File: src/rtl/order_axi_sender.sv
// Purpose : queues order requests and streams ORDER_LEN samples per order from a FWFT buffer onto an AXI-Stream
// Latency : 1 cycle from buf_rd to axi_tvalid; one IDLE cycle separates consecutive orders
// Backpr. : axi_tready=0 holds the output beat and stops popping; buf_valid=0 stalls the order indefinitely
// Ports   : clk/rst (async, active-high); order_come request pulse; buf_valid/buf_data/buf_rd upstream FWFT pop;
//           axi_tdata/axi_tvalid/axi_tready/axi_tlast stream; order_full/order_drop/sending/no_order/pending status
module order_axi_sender #(
    parameter int DATA_W     = 25,
    parameter int ORDER_LEN  = 50,
    parameter int MAX_ORDERS = 5,
    parameter int CNT_W      = $clog2(MAX_ORDERS + 1)
) (
    input  logic              clk,
    input  logic              rst,
    input  logic              order_come,
    input  logic              buf_valid,
    input  logic [DATA_W-1:0] buf_data,
    output logic              buf_rd,
    output logic [DATA_W-1:0] axi_tdata,
    output logic              axi_tvalid,
    input  logic              axi_tready,
    output logic              axi_tlast,
    output logic              order_full,
    output logic              order_drop,
    output logic              sending,
    output logic              no_order,
    output logic [CNT_W-1:0]  pending
);

    localparam int ISS_W = $clog2(ORDER_LEN + 1);
    localparam logic [CNT_W-1:0] MAX_C  = CNT_W'(MAX_ORDERS);
    localparam logic [ISS_W-1:0] LEN_C  = ISS_W'(ORDER_LEN);
    localparam logic [ISS_W-1:0] LAST_C = ISS_W'(ORDER_LEN - 1);

    typedef enum logic {
        IDLE   = 1'b0,
        STREAM = 1'b1
    } state_t;

    state_t              state_q;
    logic [CNT_W-1:0]    pending_q;
    logic [CNT_W-1:0]    pending_d;
    logic [ISS_W-1:0]    issued_q;
    logic [DATA_W-1:0]   tdata_q;
    logic                tvalid_q;
    logic                tlast_q;
    logic                order_drop_q;
    logic                last_hs;
    logic                accept;

    // A full queue may still take a request in the cycle a slot is freed by the last beat.
    always_comb begin
        last_hs   = tvalid_q & axi_tready & tlast_q;
        accept    = order_come & ((pending_q < MAX_C) | last_hs);
        pending_d = pending_q;
        if (accept && !last_hs) begin
            pending_d = pending_q + CNT_W'(1);
        end else if (!accept && last_hs) begin
            pending_d = pending_q - CNT_W'(1);
        end
    end

    // Pop only when the output register is empty or being drained this cycle.
    assign buf_rd = buf_valid & (state_q == STREAM) & (issued_q < LEN_C) & (~tvalid_q | axi_tready);

    always_ff @(posedge clk or posedge rst) begin
        if (rst) begin
            state_q      <= IDLE;
            pending_q    <= '0;
            issued_q     <= '0;
            tdata_q      <= '0;
            tvalid_q     <= 1'b0;
            tlast_q      <= 1'b0;
            order_drop_q <= 1'b0;
        end else begin
            pending_q    <= pending_d;
            order_drop_q <= order_come & ~accept;

            case (state_q)
                IDLE: begin
                    issued_q <= '0;
                    if (pending_q != '0) begin
                        state_q <= STREAM;
                    end
                end
                STREAM: begin
                    // The last beat can only handshake after all ORDER_LEN pops, so no pop competes here.
                    if (last_hs) begin
                        state_q  <= IDLE;
                        issued_q <= '0;
                    end else if (buf_rd) begin
                        issued_q <= issued_q + ISS_W'(1);
                    end
                end
                default: state_q <= IDLE;
            endcase

            if (buf_rd) begin
                tdata_q  <= buf_data;
                tvalid_q <= 1'b1;
                tlast_q  <= (issued_q == LAST_C);
            end else if (axi_tready) begin
                tvalid_q <= 1'b0;
                tlast_q  <= 1'b0;
            end
        end
    end

    assign axi_tdata  = tdata_q;
    assign axi_tvalid = tvalid_q;
    assign axi_tlast  = tlast_q;
    assign order_drop = order_drop_q;
    assign pending    = pending_q;
    assign sending    = (state_q == STREAM);
    assign order_full = (pending_q == MAX_C);
    assign no_order   = (pending_q == '0);

endmodule

File: config.mk
export PLATFORM = sky130hd
export DESIGN_NAME = order_axi_sender
export DESIGN_NICKNAME = d
export VERILOG_FILES = /design/src/rtl/order_axi_sender.sv
export SDC_FILE = /design/constraint.sdc
export NUM_CORES = 1
export LEC_CHECK = 0
export ABC_AREA = 1
export CAP_MARGIN = 5
export CORE_ASPECT_RATIO = 0.7
export CORE_MARGIN = 5
export CORE_UTILIZATION = 47
export CTS_CLUSTER_SIZE = 10
export DETAILED_ROUTE_END_ITERATION = 10
export HOLD_SLACK_MARGIN = 0.06
export PLACE_DENSITY = 0.95
export SYNTH_ARGS = -nofsm -noshare
export SYNTH_HDL_FRONTEND = slang
export SYNTH_SLANG_ARGS = --single-unit
export TNS_END_PERCENT = 30
File: constraint.sdc
create_clock -name clk -period 2.68 [get_ports clk]
set_input_delay 0.268 -clock clk [delete_from_list [all_inputs] [get_ports clk]]
set_output_delay 0.268 -clock clk [all_outputs]
set_load 0.01 [all_outputs]
==> impl_metrics.toml <==
[final_layout]
area_growth_pct = 45.1
drive_gt1_frac = 0.0595
final_cell_area_um2 = 2480
layout_commonest_cell = "nand2_1"
antenna_cells = 0
nets = 302
final_util = 0.707
layout_common_cells = "nand2_1, clkdlybuf4s50_1, dfrtp_1"

[detailed_routing]
via_per_inst = 4.73
wl_per_cell_um = 12.8
ant_nets = 0
routed_wl_mm = 4.07
dr_total_vias = 1508
dr.pass1.iters = 4
drcViolationCount = 0
drt_iter0_drc = 53

[cts]
h-tree-depth = 2
cts.sinks = 38
cts_tree = "done"
path_clk_slew_ns = 0.07
clk_latency_ns = 0.28
cts_resized = 0
post_cts_buffers = 0
cts_root_buf = "clkbuf_8"
cts.path.max_buffers = 2
cts_buffers = 5
cts.hold.buffers_added = 0

[run]
max_cap_violations = 0

[power_and_ir_drop]
p_leak_nw = 1.25
powerDensity_nw_per_um2 = 834
ir_worst_vdd_mv = 0.457

[placement]
dpl_cell_area_um2 = 2390
pre_cts_slack_ns = 0.518
port_buffers = 64
dp_hpwl_mm = 3.02
place_congestion = 0.738

[worst_setup_path]
reg2reg_from = "pending[0]$_DFFE_PP0P_"
r2r_end = "pending[2]$_DFFE_PP0P_"
arrival_ns = 1.94
crit_required_ns = 2.41
critical_path_class = "reg2out"
r2r_cells = 9
worst_setup_path_start_kind = "register"
r2r_slack_ns = 0.74
crit_path_max_fanout = 26
cp-end-kind = "output pin"

[synth]
syn-num-nets = 235
syn_area_um2 = 1710
yosys.area_share.xor_xnor = 0.0102
synth.distinct_cells = 24
yosys.area_share.adder = 0.0337
synth-seq-area-share = 0.556
synthSimpleGateAreaFrac = 0.296
syn-instance-count = 201
synthMuxAreaShare = 0
yosys_warnings = 0
synth_top_family_by_area = "simple AND/OR/NAND/NOR gates"
ys_ff_latch = 38
synth-compound-area-share = 0.0344
syn_area_per_cell_um2 = 8.51

[sta]
slew_headroom = 0.687
skew_ns = 0.00273
max_slew.worst_pin.slew_ns = 0.469
setup_tns_ns = 0
rsz0062_at_grt = "false"
fin_crit_sh = 0.823
fmax_mhz = 453
worst_slack_ns = 0.474
hold_viol_final = 0
finalCriticalPeriod_ns = 2.21
drv_slew = 0
setup_viol = 0

[hold_path]
hold_path_class = "in2async"

[die]
die_x_um = 82.1
core-area_um2 = 3510
core.rowCount = 18
start_util = 0.487
die-height_um = 60.5
dieArea_um2 = 4960
ios = 65

[grt]
antenna_found_initial = 0
grt_max_degree = 39
grt_first_pass_wirelength_mm = 6.73
grt_overflow = 0
grt_pass1_vias = 1557
grt_usage = 0.183

[run_status]
status = "completed"
cell usage after synthesis:
master	instances	area [um^2]
a21oi_1	3	15.0
a31oi_1	1	6.26
buf_2	3	15.0
buf_4	1	7.51
buf_6	2	22.5
clkbuf_1	1	3.75
dfrtp_1	38	951
fa_1	1	20.0
ha_1	3	37.5
inv_1	17	63.8
inv_4	1	6.26
nand2_1	93	349
nand2_2	1	6.26
nand3_1	9	45.0
nand3_4	1	17.5
nand4_1	6	37.5
nor2_1	9	33.8
nor2_2	1	6.26
nor3_1	1	5.00
o21ai_0	3	15.0
o21bai_1	3	22.5
or2_2	1	6.26
xnor2_1	1	8.76
xor2_1	1	8.76
cell families after synthesis:
| group | Yosys count |
|---|---|
| AOI/OAI and AO/OA | 10 |
| xor gates and xnor gates | 2 |
| adders and majority gates | 4 |
| buffers and inverters | 25 |
| DFF | 38 |
| and+or+nand+nor | 122 |
area by class of cell:
class / count / area [um^2]
Clock buffer: 6 / 82.6
Clock inverter: 2 / 12.5
Fill cell: 275 / 1030
Inverter: 18 / 70.1
Multi-Input combinational cell: 138 / 641
Sequential cell: 38 / 951
Tap cell: 50 / 62.6
Timing Repair Buffer: 67 / 663
state kept, by name, summed over array words and instances, names as in the netlist:
| signal | flops |
|---|---|
| sending | 1 |
| order_drop | 1 |
| pending | 3 |
| axi_tvalid | 1 |
| axi_tdata | 25 |
| axi_tlast | 1 |
| issued_q | 6 |
worst max-delay path, stage by stage (launching register included):
cell and delay [ns]:
dfrtp_1 0.46, nor2_2 0.15, nand2_1 0.07, nand2_2 0.09
nand3_4 0.08, inv_4 0.22, clkdlybuf4s50_1 0.59
per-stage QoR:
stage                     instances  hold WS, ns  total power (W)
after floorplan                 201        0.378          0.00129
after global placement          311        0.462          0.00165
after detailed placement        311        0.466          0.00169
after CTS                       319        0.408          0.00210
after global routing            319        0.474          0.00224
final                           319        0.392          0.00207
where the power goes:
part           total [W]  switching (W)  internal [W]
Combinational   0.000800       0.000382      0.000418
Sequential      0.000872       0.000144      0.000729
Clock           0.000400       0.000193      0.000207
layer usage:
layer  vias up  track usage  routed length (um)
met5         -            0                   0
li1        754            -                   -
met1       698        0.220                1750
met3         5       0.0638                 333
met2        51        0.314                1950
met4         0       0.0569                  40
worst max path at each step:
stage / from / depth (start not counted) / to / slack, ns
finish: issued_q[3]$_DFFE_PP0P_ / 6 / buf_rd / 0.47
global route: issued_q[3]$_DFFE_PP0P_ / 6 / buf_rd / 0.37
global placement: axi_tready / 9 / pending[2]$_DFFE_PP0P_ / 0.57
detailed placement: axi_tready / 9 / pending[2]$_DFFE_PP0P_ / 0.52
CTS: issued_q[3]$_DFFE_PP0P_ / 6 / buf_rd / 0.45
floorplan: axi_tvalid$_DFFE_PP0P_ / 9 / pending[2]$_DFFE_PP0P_ / 0.77
No activity file was read; power rests on OpenSTA's default activity.
